==> config.mk <==
export PLATFORM = sky130hd
export DESIGN_NAME = rgmii_rx_sink
export DESIGN_NICKNAME = d
export VERILOG_FILES = /design/src/rtl/rgmii_rx_sink.sv
export SDC_FILE = /design/constraint.sdc
export NUM_CORES = 1
export LEC_CHECK = 0
export ABC_AREA = 1
export BUFFER_PORTS_ARGS = -buffer_cell sky130_fd_sc_hd__buf_2
export CORE_MARGIN = 10
export CORE_UTILIZATION = 45
export CTS_CLUSTER_DIAMETER = 100
export CTS_CLUSTER_SIZE = 24
export DETAILED_ROUTE_END_ITERATION = 6
export GPL_ROUTABILITY_DRIVEN = 0
export PLACE_DENSITY = 0.66
export SYNTH_ARGS = -nofsm -noshare
export SYNTH_HDL_FRONTEND = slang
export SYNTH_SLANG_ARGS = --single-unit
==> constraint.sdc <==
create_clock -name clk -period 1.6 [get_ports clk]
set_input_delay 0.32 -clock clk [delete_from_list [all_inputs] [get_ports clk]]
set_output_delay 0.32 -clock clk [all_outputs]
set_load 0.01 [all_outputs]
==> src/rtl/rgmii_rx_sink.sv <==
// RGMII/MII nibble receiver: strips preamble/SFD and emits byte frames on AXI-stream.
// Optional FCS check with RGMII_RX_SINK_FCS_CHECK_EN.
module rgmii_rx_sink #(
   parameter int DATA_WIDTH  = 4,
   parameter int COUNT_WIDTH = 16
) (
   input  logic                   clk,
   input  logic                   rst,
   input  logic [DATA_WIDTH-1:0]  rgmii_d,
   input  logic                   rgmii_ctl,
   input  logic                   rgmii_clk_en,
   input  logic                   rgmii_mii_sel,
   output logic [7:0]             m_axis_tdata,
   output logic                   m_axis_tvalid,
   output logic                   m_axis_tlast,
   output logic                   m_axis_tuser,
   output logic                   error_bad_sfd,
   output logic                   error_bad_frame,
   output logic [COUNT_WIDTH-1:0] good_frame_count,
   output logic [COUNT_WIDTH-1:0] bad_frame_count
);

   typedef enum logic [2:0] {
      SYNC,
      IDLE,
      PREAMBLE,
      DATA,
      DROP
   } state_t;

   state_t                    state;
   logic                      phase;
   logic [DATA_WIDTH-1:0]     lo_nib;
   logic [2*DATA_WIDTH-1:0]   rx_byte;
   logic [7:0]                hold_data;
   logic                      hold_full;
   logic                      frame_err;
   logic                      er;
   logic                      fcs_bad;
   logic                      end_err;

   assign rx_byte = {rgmii_d, lo_nib};
   // A byte only completes when DV was 1 at phase0, so ER reduces to ~ctl.
   assign er      = !rgmii_mii_sel && !rgmii_ctl;
   assign end_err = frame_err | fcs_bad;

`ifdef RGMII_RX_SINK_FCS_CHECK_EN
   logic [31:0] crc;
   logic [2:0]  crc_cnt;

   function automatic logic [31:0] crc_next(input logic [31:0] c,
                                            input logic [7:0]  b);
      logic [31:0] r;
      r = c ^ {24'd0, b};
      for (int i = 0; i < 8; i++)
         r = r[0] ? ((r >> 1) ^ 32'hEDB88320) : (r >> 1);
      return r;
   endfunction

   assign fcs_bad = (crc != 32'hDEBB20E3) || (crc_cnt != 3'd4);
`else
   assign fcs_bad = 1'b0;
`endif

   always_ff @(posedge clk) begin
      if (rst) begin
         state            <= SYNC;
         phase            <= 1'b0;
         lo_nib           <= '0;
         hold_data        <= '0;
         hold_full        <= 1'b0;
         frame_err        <= 1'b0;
         m_axis_tdata     <= '0;
         m_axis_tvalid    <= 1'b0;
         m_axis_tlast     <= 1'b0;
         m_axis_tuser     <= 1'b0;
         error_bad_sfd    <= 1'b0;
         error_bad_frame  <= 1'b0;
         good_frame_count <= '0;
         bad_frame_count  <= '0;
`ifdef RGMII_RX_SINK_FCS_CHECK_EN
         crc              <= '1;
         crc_cnt          <= '0;
`endif
      end else begin
         m_axis_tvalid   <= 1'b0;
         m_axis_tlast    <= 1'b0;
         error_bad_sfd   <= 1'b0;
         error_bad_frame <= 1'b0;
         if (rgmii_clk_en) begin
            unique case (state)
               SYNC: begin
                  if (!rgmii_ctl) state <= IDLE;
               end
               IDLE: begin
                  phase <= 1'b0;
                  if (rgmii_ctl) begin
                     lo_nib <= rgmii_d;
                     phase  <= 1'b1;
                     state  <= PREAMBLE;
                  end
               end
               PREAMBLE: begin
                  if (!phase) begin
                     if (!rgmii_ctl) begin
                        state <= IDLE;
                     end else begin
                        lo_nib <= rgmii_d;
                        phase  <= 1'b1;
                     end
                  end else begin
                     phase <= 1'b0;
                     if (rx_byte == 8'hD5) begin
                        state     <= DATA;
                        hold_full <= 1'b0;
                        frame_err <= 1'b0;
`ifdef RGMII_RX_SINK_FCS_CHECK_EN
                        crc       <= '1;
                        crc_cnt   <= '0;
`endif
                     end else if (rx_byte != 8'h55) begin
                        error_bad_sfd <= 1'b1;
                        state         <= DROP;
                     end
                  end
               end
               DATA: begin
                  if (!phase) begin
                     if (!rgmii_ctl) begin
                        state     <= IDLE;
                        hold_full <= 1'b0;
                        frame_err <= 1'b0;
                        if (hold_full) begin
                           m_axis_tvalid   <= 1'b1;
                           m_axis_tlast    <= 1'b1;
                           m_axis_tdata    <= hold_data;
                           m_axis_tuser    <= end_err;
                           error_bad_frame <= end_err;
                           if (end_err)
                              bad_frame_count <= bad_frame_count + 1'b1;
                           else
                              good_frame_count <= good_frame_count + 1'b1;
                        end
                     end else begin
                        lo_nib <= rgmii_d;
                        phase  <= 1'b1;
                     end
                  end else begin
                     phase     <= 1'b0;
                     hold_data <= rx_byte;
                     hold_full <= 1'b1;
                     frame_err <= frame_err | er;
`ifdef RGMII_RX_SINK_FCS_CHECK_EN
                     crc <= crc_next(crc, rx_byte);
                     if (crc_cnt != 3'd4) crc_cnt <= crc_cnt + 3'd1;
`endif
                     if (hold_full) begin
                        m_axis_tvalid <= 1'b1;
                        m_axis_tdata  <= hold_data;
                        m_axis_tuser  <= 1'b0;
                     end
                  end
               end
               DROP: begin
                  if (!rgmii_ctl) state <= IDLE;
               end
               default: state <= SYNC;
            endcase
         end
      end
   end

endmodule

==> impl_metrics.tcl <==
set metrics [dict create \
    status "complete, no violations" \
    synth.distinct_cells 29 \
    p_per_area_mw_per_mm2 843.9 \
    place_inst 567 \
    syn_area_mm2 0.003037 \
    die_y_um 102.1 \
    initial_core_util_pct 47.02 \
    hp-class "in2reg" \
    finalClockSkew_ps 3.374 \
    slew_headroom_pct 76.28 \
    pwr-share-comb_pct 4.8 \
    grt_pass1_wl_mm 11.78 \
    track_usage_pct 13.87 \
    cp-start-kind "flip-flop" \
    period_share_pct 90.36 \
    final-max-slew-violation-count 0 \
    seqPwrFrac_pct 51.0 \
    yosys_warnings 0 \
    antenna_found_initial 0 \
    ys_seq_area_share_pct 41.53 \
    num_rows 29 \
    tightest_slew_ps 352.1 \
    end_kind "flip-flop" \
    setup_ws_ps 154.3 \
    cts_max_level 3 \
    drt_first_iter_violations 114 \
    clk_pin_slew_worst_paths_ps 70 \
    wl_per_cell_um 11.93 \
    grt_pass1_vias 2678 \
    p_leak_uw 0.001702 \
    drt_pass1_iterations 4 \
    intPower_uw 2346 \
    port_buffers 53 \
    stdcell_count 584 \
    root_buffer "clkbuf_8" \
    clock_path_buffers 2 \
    grt_max_degree 29 \
    post-route-min-period_ps 1446 \
    required_ps 1840 \
    grt-ovfl-total 0 \
    cts.sinks 63 \
    syn-num-nets 443 \
    cts_buffers 9 \
    dpl.hpwl_mm 5.248 \
    rsz0062_at_grt "no" \
    worstPathArrival_ps 1680 \
    core-area_mm2 0.006459 \
    setup_viol 0 \
    maxCapViolCount 0 \
    drc_errors 0 \
    layout.nets 513 \
    io_pins 54 \
    syn_inst 432 \
    drt_wl_total_mm 6.966 \
    yosys_register_bits 63 \
    cts.hold.buffers_added 0 \
    vdd_drop_max_mv 0.5506 \
    ant_nets 0 \
    avgSynthCellArea_um2 7.029 \
    syn_to_final_growth_pct 21.22 \
    cp_max_fo 5 \
    p_sw_uw 760.3 \
    num_vias 2873 \
    insertion_delay_ps 340 \
    place_ws_ps 45.77 \
    drive_gt1_share_pct 23.27 \
    dieWidth_um 102.1 \
    crit_type "reg2reg" \
    hold_ws_ps 277.2 \
    diodes 0 \
    cts_tree "built" \
    p_clk_share_pct 44.2 \
    finalSetupTns_ps 0 \
    viasPerCell 4.920 \
    finalHoldViolCount 0 \
    fmax_mhz 691.7 \
    p_sw_share_pct 24.47 \
    die_area_mm2 0.01043 \
]
[logic make-up after synthesis]
group	after synthesis	share of synthesized area (%)
AND/OR/NAND/NOR	221	34.12
AO/OA/AOI/OAI	73	12.24
buffers and inverters	66	9.271
flip-flops	63	41.53
XOR/XNOR	7	2.019
adder cells (fa/ha/maj)	2	0.8239
[worst max-delay path: stages, from the launching register on]
cell	delay, ps
dfxtp_1	410
ha_1	220
nand3_1	110
nor3_1	150
buf_4	160
nand3_1	100
o21ai_0	160
nor2_1	50
[cell usage after synthesis]
cell,number,area share [%]
nand2_1,79,9.8
nor2_1,79,9.8
dfxtp_1,63,42
inv_1,50,6.2
a21oi_1,31,5.1
o21ai_0,30,4.9
nand3_1,24,4.0
nor3_1,12,2.0
o21ai_1,10,1.6
xor2_1,7,2.0
clkbuf_1,6,0.74
inv_2,5,0.62
nand2_2,5,1.0
nand4_1,5,1.0
buf_6,4,1.5
nand3_2,3,0.99
nor2_4,3,1.1
ha_1,2,0.82
nand2_4,2,0.74
nor2_8,2,1.3
nor3_2,2,0.66
a211oi_1,1,0.25
a21oi_2,1,0.29
buf_4,1,0.25
nand3b_2,1,0.37
nand4_2,1,0.41
nor2_2,1,0.21
nor3_4,1,0.54
nor3b_1,1,0.25
[flip-flops by register name (all words and copies together) (netlist names)]
name,count
m_axis_tuser,1
hold_full,1
lo_nib,4
error_bad_sfd,1
end_err,1
m_axis_tlast,1
error_bad_frame,1
bad_frame_count,16
m_axis_tdata,8
m_axis_tvalid,1
state,3
good_frame_count,16
phase,1
hold_data,8
[cell type report]
class	count	area (um^2)
fillers	644	2778
flip-flops and latches	63	1262
inverters	55	206.4
multi-input cells	303	1514
repair buffers	70	405.4
clock inverters	7	72.57
well taps	77	96.34
clock buffers	9	123.9
[cells in the final DEF (no fill, tap or decap), drive strengths merged]
master,instances
nand4,6
nor2,85
o21ai,40
inv,56
clkbuf,9
clkinv,3
clkinvlp,2
nor3,15
nand2,86
dfxtp,63
buf,70
xor2,7
nand3b,1
a21oi,32
bufinv,1
a211oi,1
nor3b,1
ha,2
nand3,27
[repair_timing]
action,4_1_cts,5_1_grt
endpoints found under the setup margin,0,10
setup buffers,0,1
resized for setup,0,6
[power groups by stage]
stage	combinational (uW)	sequential [uW]	clock (uW)
final	149	1590	1370
after CTS	147	1580	1420
after floorplan	103	1620	0
after detailed placement	147	1620	0
after global routing	169	1590	1480
after global placement	146	1620	0
[layer usage]
metal / global-route usage, % / vias up / part of all wire [%] / wire length [um]
met5: 0 / - / 0 / 0
met4: 6.291 / 0 / 1.8 / 123
met3: 3.914 / 9 / 5.9 / 409
met2: 22.37 / 68 / 45 / 3124
met1: 16.82 / 1275 / 47 / 3308
li1: - / 1521 / - / -
[metrics by stage]
step | total power [uW] | area [um^2] | util, %
after floorplan | 1723 | 3037 | -
after global placement | 1767 | 3443 | 53.31
after detailed placement | 1768 | 3443 | 53.31
after CTS | 3154 | 3640 | 56.35
after global routing | 3233 | 3681 | 56.99
final | 3106 | 3681 | 56.99
[final timing paths]
path	start	end	slack (ps)	cells past startpoint
worst min register to register	lo_nib[3]	hold_data[3]	490	2
worst min-delay path	rgmii_d[3]	lo_nib[3]	280	3
worst max-delay path	good_frame_count[0]	good_frame_count[12]	150	7
worst max register to register	good_frame_count[0]	good_frame_count[12]	150	7
No activity file was read; power rests on OpenSTA's default activity.
